$ cat src/rtl/display_scan_controller.sv
// display_scan_controller
//   Drives the four-digit seven-segment display of the DPWM front panel.
//   The frequency or current value is selected and converted to BCD by a
//   shift-add (double-dabble) engine. The result is committed to a display
//   buffer, which is then scanned one digit per refresh slot.
//
//   Optional build macro: LEADING_ZERO_BLANK_EN
//     defined   -> digits above the most significant nonzero digit are
//                  blanked (units digit always shown)
//     undefined -> all four digits shown, leading zeros rendered as "0"
//
// Ports
//   clk_d        in   display clock, all logic on the rising edge
//   reset        in   synchronous, active-low reset
//   frecuencia   in   8-bit frequency value (zero-extended when selected)
//   corriente    in   10-bit current value
//   control      in   source select: 1 = frecuencia, 0 = corriente
//   busy         out  high from LOAD through COMMIT of a conversion
//   conv_done    out  one-cycle pulse, in the cycle after a result is committed
//   digito       out  one-hot digit enable, bit0 = units
//   codificacion out  active-low segments, bit7 = DP (1), bits6..0 = a..g
//   o_dbg_state  out  conversion FSM state (IDLE=0, LOAD=1, SHIFT=2, COMMIT=3)
//
// Handshake: there is no back-pressure. conv_done is a status pulse that is
// high for exactly one cycle per committed result, and busy is low in that
// cycle. An observer that needs the result samples conv_done on every cycle.
module display_scan_controller #(
  parameter int REFRESH_DIV = 1000
) (
  input  logic       clk_d,
  input  logic       reset,
  input  logic [7:0] frecuencia,
  input  logic [9:0] corriente,
  input  logic       control,
  output logic       busy,
  output logic       conv_done,
  output logic [3:0] digito,
  output logic [7:0] codificacion,
  output logic [1:0] o_dbg_state
);

  typedef enum logic [1:0] {
    ST_IDLE   = 2'd0,
    ST_LOAD   = 2'd1,
    ST_SHIFT  = 2'd2,
    ST_COMMIT = 2'd3
  } state_t;

  localparam logic [15:0] LP_LAST = 16'(REFRESH_DIV - 1);

  state_t      r_state;
  logic        r_force;
  logic [9:0]  r_last_val;
  logic [9:0]  r_bin;
  logic [15:0] r_bcd;
  logic [3:0]  r_cnt;
  logic [15:0] r_buf;
  logic        r_disp_valid;
  logic        r_busy;
  logic        r_conv_done;
  logic [15:0] r_refresh;
  logic [1:0]  r_idx;
  logic [3:0]  r_digito;
  logic [7:0]  r_codif;

  logic [9:0]  w_sel;
  logic [15:0] w_bcd_adj;
  logic [15:0] w_buf_next;
  logic        w_valid_next;
  logic [1:0]  w_idx_next;
  logic [3:0]  w_nib;
  logic        w_lead_zero;
  logic [7:0]  w_seg_next;

  assign w_sel = control ? {2'b00, frecuencia} : corriente;

  // Double-dabble correction: nibbles >= 5 get +3 before each shift.
  always_comb begin
    w_bcd_adj = r_bcd;
    for (int i = 0; i < 4; i++) begin
      if (r_bcd[i*4 +: 4] >= 4'd5) w_bcd_adj[i*4 +: 4] = r_bcd[i*4 +: 4] + 4'd3;
    end
  end

  // Conversion FSM
  always_ff @(posedge clk_d) begin
    if (!reset) begin
      r_state      <= ST_IDLE;
      r_force      <= 1'b1;
      r_last_val   <= '0;
      r_bin        <= '0;
      r_bcd        <= '0;
      r_cnt        <= '0;
      r_buf        <= '0;
      r_disp_valid <= 1'b0;
      r_busy       <= 1'b0;
      r_conv_done  <= 1'b0;
    end else begin
      r_conv_done <= 1'b0;
      case (r_state)
        ST_IDLE: begin
          if ((w_sel != r_last_val) || r_force) begin
            r_state <= ST_LOAD;
            r_busy  <= 1'b1;
          end
        end
        ST_LOAD: begin
          r_bin      <= w_sel;
          r_last_val <= w_sel;
          r_bcd      <= '0;
          r_force    <= 1'b0;
          r_cnt      <= '0;
          r_state    <= ST_SHIFT;
        end
        ST_SHIFT: begin
          {r_bcd, r_bin} <= {w_bcd_adj[14:0], r_bin, 1'b0};
          if (r_cnt == 4'd9) r_state <= ST_COMMIT;
          else               r_cnt   <= r_cnt + 4'd1;
        end
        ST_COMMIT: begin
          r_buf        <= r_bcd;
          r_disp_valid <= 1'b1;
          r_conv_done  <= 1'b1;
          r_busy       <= 1'b0;
          r_state      <= ST_IDLE;
        end
        default: r_state <= ST_IDLE;
      endcase
    end
  end

  // The scan pair is computed from the buffer as it will be after this
  // edge, so a digit advancing on the COMMIT edge already shows the new value.
  assign w_buf_next   = (r_state == ST_COMMIT) ? r_bcd : r_buf;
  assign w_valid_next = (r_state == ST_COMMIT) | r_disp_valid;
  assign w_idx_next   = r_idx + 2'd1;

  always_comb begin
    case (w_idx_next)
      2'd0:    w_nib = w_buf_next[3:0];
      2'd1:    w_nib = w_buf_next[7:4];
      2'd2:    w_nib = w_buf_next[11:8];
      default: w_nib = w_buf_next[15:12];
    endcase
  end

  always_comb begin
    w_lead_zero = 1'b0;
`ifdef LEADING_ZERO_BLANK_EN
    case (w_idx_next)
      2'd3:    w_lead_zero = (w_buf_next[15:12] == 4'd0);
      2'd2:    w_lead_zero = (w_buf_next[15:8] == 8'd0);
      2'd1:    w_lead_zero = (w_buf_next[15:4] == 12'd0);
      default: w_lead_zero = 1'b0;
    endcase
`endif
  end

  function automatic logic [6:0] seg_decode(input logic [3:0] nib);
    case (nib)
      4'd0:    seg_decode = 7'b0000001;
      4'd1:    seg_decode = 7'b1001111;
      4'd2:    seg_decode = 7'b0010010;
      4'd3:    seg_decode = 7'b0000110;
      4'd4:    seg_decode = 7'b1001100;
      4'd5:    seg_decode = 7'b0100100;
      4'd6:    seg_decode = 7'b0100000;
      4'd7:    seg_decode = 7'b0001111;
      4'd8:    seg_decode = 7'b0000000;
      4'd9:    seg_decode = 7'b0000100;
      default: seg_decode = 7'b1111111;
    endcase
  endfunction

  assign w_seg_next = (!w_valid_next || w_lead_zero) ? 8'hFF : {1'b1, seg_decode(w_nib)};

  // Scan timing: digit pair only changes on a slot boundary, never mid-slot.
  always_ff @(posedge clk_d) begin
    if (!reset) begin
      r_refresh <= '0;
      r_idx     <= '0;
      r_digito  <= 4'b0001;
      r_codif   <= 8'hFF;
    end else if (r_refresh == LP_LAST) begin
      r_refresh <= '0;
      r_idx     <= w_idx_next;
      r_digito  <= 4'b0001 << w_idx_next;
      r_codif   <= w_seg_next;
    end else begin
      r_refresh <= r_refresh + 16'd1;
    end
  end

  assign busy         = r_busy;
  assign conv_done    = r_conv_done;
  assign digito       = r_digito;
  assign codificacion = r_codif;
  assign o_dbg_state  = r_state;

endmodule

$ cat config.mk
export PLATFORM = sky130hd
export DESIGN_NAME = display_scan_controller
export DESIGN_NICKNAME = d
export VERILOG_FILES = /design/src/rtl/display_scan_controller.sv
export SDC_FILE = /design/constraint.sdc
export NUM_CORES = 1
export LEC_CHECK = 0
export ABC_AREA = 1
export CELL_PAD_IN_SITES_DETAIL_PLACEMENT = 0
export CELL_PAD_IN_SITES_GLOBAL_PLACEMENT = 1
export CORE_AREA = 4 4 108 110
export DETAILED_ROUTE_END_ITERATION = 10
export DIE_AREA = 0 0 112 114
export PLACE_DENSITY = 0.8
export SLEW_MARGIN = 5
export SYNTH_ARGS = -nofsm -noshare
export SYNTH_HDL_FRONTEND = slang
export SYNTH_SLANG_ARGS = --single-unit
$ cat constraint.sdc
create_clock -name clk_d -period 4.1 [get_ports clk_d]
set_clock_uncertainty 0.15 [all_clocks]
set_input_delay 0.82 -clock clk_d [delete_from_list [all_inputs] [get_ports clk_d]]
set_output_delay 0.82 -clock clk_d [all_outputs]
set_load 0.005 [all_outputs]
==> results of run 1 <==
cells by family after synthesis:
kind of cell	after synthesis
xor gates and xnor gates	6
adders and majority gates	26
and+or+nand+nor	320
buffers and inverters	112
AOI/OAI and AO/OA	122
other	1
DFF	91
flip-flops by register name (all words and copies together) (netlist names):
| signal | flops |
|---|---|
| r_last_val | 10 |
| o_dbg_state | 2 |
| r_force | 1 |
| r_idx | 2 |
| codificacion | 7 |
| r_buf | 16 |
| r_cnt | 4 |
| digito | 4 |
| r_refresh | 16 |
| r_bin | 10 |
| conv_done | 1 |
| r_bcd | 16 |
| busy | 1 |
| r_disp_valid | 1 |
critical path: stages, from the launching register on:
cell and delay [ps]:
dfxtp_1 420, ha_1 170, buf_4 220, inv_2 170, o21ai_1 210, nand2_1 70, nand2_1 70, nor2_1 50
nor2_1 230, inv_1 150, ha_1 310, nor2_1 140, nor2_1 60, nor2_1 90, nor2_1 50
Yosys cell counts (2+ instances only):
cell type,instances
nand2_1,165
dfxtp_1,91
nor2_1,84
inv_1,83
a21oi_1,60
o21ai_0,32
ha_1,26
nand3_1,26
nor3_1,11
o21ai_1,10
clkbuf_1,9
nand2_2,8
inv_2,6
buf_2,5
nand4_1,5
nor2_2,5
o22ai_1,5
xor2_1,5
nor4_1,4
or2_0,4
buf_6,3
a221oi_1,2
a31oi_1,2
and2_1,2
buf_4,2
nor3_2,2
o21ai_2,2
o21bai_1,2
stage by stage:
step	utilization [%]	power (uW)	instances	worst slack, ps
after floorplan	-	1560	678	1840
after global placement	48.0	1730	835	1160
after detailed placement	48.0	1730	835	1150
after CTS	49.8	2350	851	1400
after global routing	49.8	2490	851	1170
final	49.8	2320	851	1420
routing by layer:
layer	routed length (um)	part of all wire [%]	vias to the layer above
met4	146	1.4	0
met3	364	3.5	9
met5	0	0	-
met2	4960	47	54
met1	4990	48	1914
li1	-	-	2199
worst paths after layout:
kind / to / slack [ps]
worst max register to register: codificacion[3] / 1420
worst min-delay path: r_force / 320
worst max-delay path: codificacion[3] / 1420
worst min register to register: r_force / 320
power by group through the flow:
| stage | clock network (uW) | logic, uW | registers [uW] |
|---|---|---|---|
| after floorplan | 0 | 508 | 1050 |
| after global placement | 0 | 668 | 1060 |
| after detailed placement | 0 | 667 | 1060 |
| after CTS | 635 | 672 | 1040 |
| after global routing | 671 | 767 | 1050 |
| final | 613 | 664 | 1040 |
area by class of cell:
class	count	area, um2
inverters	91	347
multi-input cells	475	2420
clock buffers	9	124
clock inverters	7	68.8
well taps	140	175
repair buffers	38	373
fillers	1120	5370
flip-flops and latches	91	1820
==> reports/metrics.yaml, run 1 <==
synth_area_leaders: "dfxtp_1, nand2_1, ha_1"
fin_area_mm2: 0.00533
startpoint: "o_dbg_state[1]"
synth_fa_ha_area_share_pct: 6.90
ant_nets: 0
gp_congestion: 0.764
synth_top_area_cell: "dfxtp_1"
max_freq_mhz: 374
hold_depth: 2
r2r_cells: 14
slew_viol_final: 0
ir_drop_mv: 0.234
gr-total-overflow: 0
slew_headroom_pct: 51.1
synth_cell_type_count: 45
grt_pass1_vias: 4088
use_met3_pct: 3.71
end_kind: "flip-flop"
use_met1_pct: 21.3
arrival_ps: 2790
dp_hpwl_um: 7660
p_leak_uw: 0.00221
antennaDiodeCount: 0
die_area_mm2: 0.0128
synth_top_area_share_pct: 38.6
syn_nets: 725
layout_min_cycle_time_ps: 2680
drc: 0
chipWidth_um: 112
power_frac_comb_pct: 28.6
synth-simple-area-share_pct: 29.0
grt_antenna_before_repair: 0
dr.pass1.iters: 5
rsz0062_at_grt: "no"
rows: 38
clk_pin_slew_ps: 100
cts_resized: 0
wl_per_cell_um: 12.3
grt_max_degree: 33
core_region_area_mm2: 0.0107
run_status: "complete, no violations"
tightest_slew_ps: 733
swShare_pct: 35.7
synth_edf_count: 0
cts_sinks: 91
fin_nets: 753
ys_warn_count: 0
final_common_cell: "nand2_1"
die_h_um: 114
sequentialPowerShare_pct: 44.9
mostFrequentLayoutCells: "nand2_1, dfxtp_1, nor2_1"
grt.total_usage_pct: 17.4
start_kind: "flip-flop"
holdWs_ps: 317
cts_root_buf: "clkbuf_8"
vias: 4176
htree_levels: 3
synth_mux_area_share_pct: 0
r2r-start: "o_dbg_state[1]"
clk_path_buf_depth: 2
cap_violations: 0
power.switching_uw: 827
synth_compound_area_share_pct: 14.2
via_per_inst: 4.91
cts_tree: "done"
port_buffers: 35
clock_latency_ps: 370
syn_inst: 678
routed_wl_um: 10500
hold_path_class: "flip-flop to flip-flop"
synth-xor-area-share_pct: 1.11
setup_viol: 0
worstPathMaxFanout: 20
synth.avg_cell_area_um2: 6.96
clkPwrFrac_pct: 26.4
ys_ff_latch: 91
postCtsSetupBuffers: 0
syn_to_final_growth_pct: 12.9
internal_power_uw: 1490
ys.flop_type: "dfxtp_1"
syn_area_mm2: 0.00472
gr-usage-met2_pct: 30.2
drtIter0Drc: 259
io_pins: 37
synth_seq_area_share_pct: 38.6
fin_crit_sh_pct: 65.3
synth_top_family_by_area: "simple AND/OR/NAND/NOR gates"
tritoncts.num_buffers: 9
cp_data_required_time_ps: 4210
grt-busiest-layer: "met2"
start_util_pct: 44.1
placed_area_mm2: 0.00513
power_density_mw_per_mm2: 435
drive_gt1_share_pct: 6.89
setup-tns-final_ps: 0
min-delay-start: "r_force"
async_flop_share_pct: 0
critPathKind: "flip-flop to flip-flop"
hold_viol_final: 0
grt_pass1_wl_um: 18400
ctsHoldBuffers: 0
Note: power is estimated with default switching activity, not from simulation.
==> run 2: changes to the inputs <==
--- a/config.mk
+++ b/config.mk
@@ -8,10 +8,10 @@
 export ABC_AREA = 1
 export CELL_PAD_IN_SITES_DETAIL_PLACEMENT = 0
 export CELL_PAD_IN_SITES_GLOBAL_PLACEMENT = 1
-export CORE_AREA = 4 4 108 110
+export CORE_AREA = 4 4 117 119
 export DETAILED_ROUTE_END_ITERATION = 10
-export DIE_AREA = 0 0 112 114
-export PLACE_DENSITY = 0.8
+export DIE_AREA = 0 0 121 123
+export PLACE_DENSITY = 0.71
 export SLEW_MARGIN = 5
 export SYNTH_ARGS = -nofsm -noshare
 export SYNTH_HDL_FRONTEND = slang
==> constraint.sdc (replaced) <==
create_clock -name clk_d -period 2.4 [get_ports clk_d]
set_clock_uncertainty 0.15 [all_clocks]
set_input_delay 0.48 -clock clk_d [delete_from_list [all_inputs] [get_ports clk_d]]
set_output_delay 0.48 -clock clk_d [all_outputs]
set_load 0.005 [all_outputs]
==> reports/metrics.yaml, run 2 (synthesized netlist as in run 1, its figures left out) <==
wl_per_cell_um: 11.9
grt_antenna_before_repair: 0
arrival_ps: 2240
vias: 4187
setup-tns-final_ps: 0
layout_min_cycle_time_ps: 2160
gp_congestion: 0.829
run_status: "complete, no violations"
grt-busiest-layer: "met2"
mostFrequentLayoutCells: "nand2_1, dfxtp_1, nor2_1"
ant_nets: 0
use_met1_pct: 19.6
final.fill_count: 1299
postCtsSetupBuffers: 0
fin_total_pwr_uw: 4520
fin_nets: 769
slew_viol_final: 0
power_frac_comb_pct: 28.5
routed_wl_um: 10700
ff_latch_area_mm2: 0.00182
chipWidth_um: 121
cap_violations: 0
setup_slack_ps: 244
r2r-end: "codificacion[3]"
reg_top3: "r_bcd x16, r_buf x16, r_refresh x16"
multi_input_area_mm2: 0.00244
max_freq_mhz: 464
die_h_um: 123
drtIter0Drc: 186
final_common_cell: "nand2_1"
grt.total_usage_pct: 15.5
clkPwrFrac_pct: 32.2
drc: 0
core_region_area_mm2: 0.0126
via_per_inst: 4.66
start_util_pct: 37.5
gr-usage-met2_pct: 25.9
swShare_pct: 32.7
clk_path_buf_depth: 2
clk_pin_slew_ps: 60
post-place-ws_ps: 21.5
sequentialPowerShare_pct: 39.3
fin_area_mm2: 0.00564
power.switching_uw: 1480
syn_to_final_growth_pct: 19.6
worstPathMaxFanout: 5
rows: 41
hold_depth: 2
clock_latency_ps: 340
cts_root_buf: "clkbuf_16"
internal_power_uw: 3040
end_kind: "flip-flop"
placed_area_mm2: 0.00530
grt_max_degree: 55
dr.pass1.iters: 6
power_density_mw_per_mm2: 802
min-delay-start: "r_bin[9]"
drive_gt1_share_pct: 9.90
hold_viol_final: 0
port_buffers: 35
cts_tree: "done"
p_leak_uw: 0.00234
antennaDiodeCount: 0
critPathKind: "flip-flop to flip-flop"
grt_pass1_wl_um: 18600
fin_crit_sh_pct: 89.8
ir_drop_mv: 0.390
hold_path_class: "flip-flop to flip-flop"
dp_hpwl_um: 7990
die_area_mm2: 0.0149
tritoncts.num_buffers: 9
r2r_setup_slack_ps: 240
htree_levels: 3
cts_sinks: 91
r2r-start: "o_dbg_state[0]"
cp_data_required_time_ps: 2480
io_pins: 37
setup_viol: 0
rsz0062_at_grt: "no"
gr-total-overflow: 0
start_kind: "flip-flop"
r2r_cells: 13
holdPathEnd: "r_bcd[0]"
grt_pass1_vias: 4081
use_met3_pct: 3.02
==> run 2: area by class of cell <==
class / instances / area share [%]
Timing Repair inverter: 1 / 0.133
Sequential cell: 91 / 32.3
Multi-Input combinational cell: 475 / 43.3
Inverter: 91 / 6.14
Clock buffer: 12 / 4.55
Clock inverter: 4 / 0.865
Tap cell: 172 / 3.82
Timing Repair Buffer: 53 / 8.90
==> run 2: per-stage QoR <==
stage	utilization, %	instances	hold WS (ps)
after floorplan	-	678	277
after global placement	42.2	882	294
after detailed placement	42.2	882	306
after CTS	44.6	898	314
after global routing	44.9	899	338
final	44.9	899	315
==> run 2: layer usage <==
metal | share of wire, % | up-vias
li1 | - | 2243
met1 | 48 | 1885
met2 | 47 | 46
met3 | 2.9 | 13
met4 | 1.8 | 0
met5 | 0 | -
==> run 2: power groups by stage <==
stage	combinational [uW]	clock, uW	sequential, uW
floorplan	868	0	1790
global placement	1280	0	1800
detailed placement	1280	0	1800
CTS	1290	1510	1770
global route	1480	1580	1800
finish	1290	1460	1780
==> run 2: repair_timing <==
| item | 4_1_cts | 5_1_grt |
|---|---|---|
| setup endpoints to repair | 0 | 5 |
| hold buffers | 0 | 0 |
| endpoints found under the hold margin | 0 | 0 |
| gates resized for setup | 0 | 11 |
==> run 2: worst max-delay path by stage <==
| stage | startpoint | cells past startpoint | endpoint |
|---|---|---|---|
| 2_1_floorplan | o_dbg_state[0] | 14 | codificacion[3] |
| 3_3_place_gp | control | 12 | o_dbg_state[1] |
| 3_5_place_dp | control | 12 | o_dbg_state[1] |
| 4_1_cts | o_dbg_state[0] | 13 | codificacion[3] |
| 5_1_grt | o_dbg_state[1] | 13 | codificacion[3] |
| 6_report | o_dbg_state[0] | 13 | codificacion[3] |
==> run 2: worst max-delay path, stage by stage, from the launching register on <==
cell        delay, ps
dfxtp_2           350
ha_4              180
clkinvlp_4        140
o21ai_2           160
nand2_1            60
o21ai_1            80
nor2_1             50
nor2_1            170
inv_2              80
ha_1              300
nor2_2            130
nor2_1             60
nor2_1             90
nor2_1             40
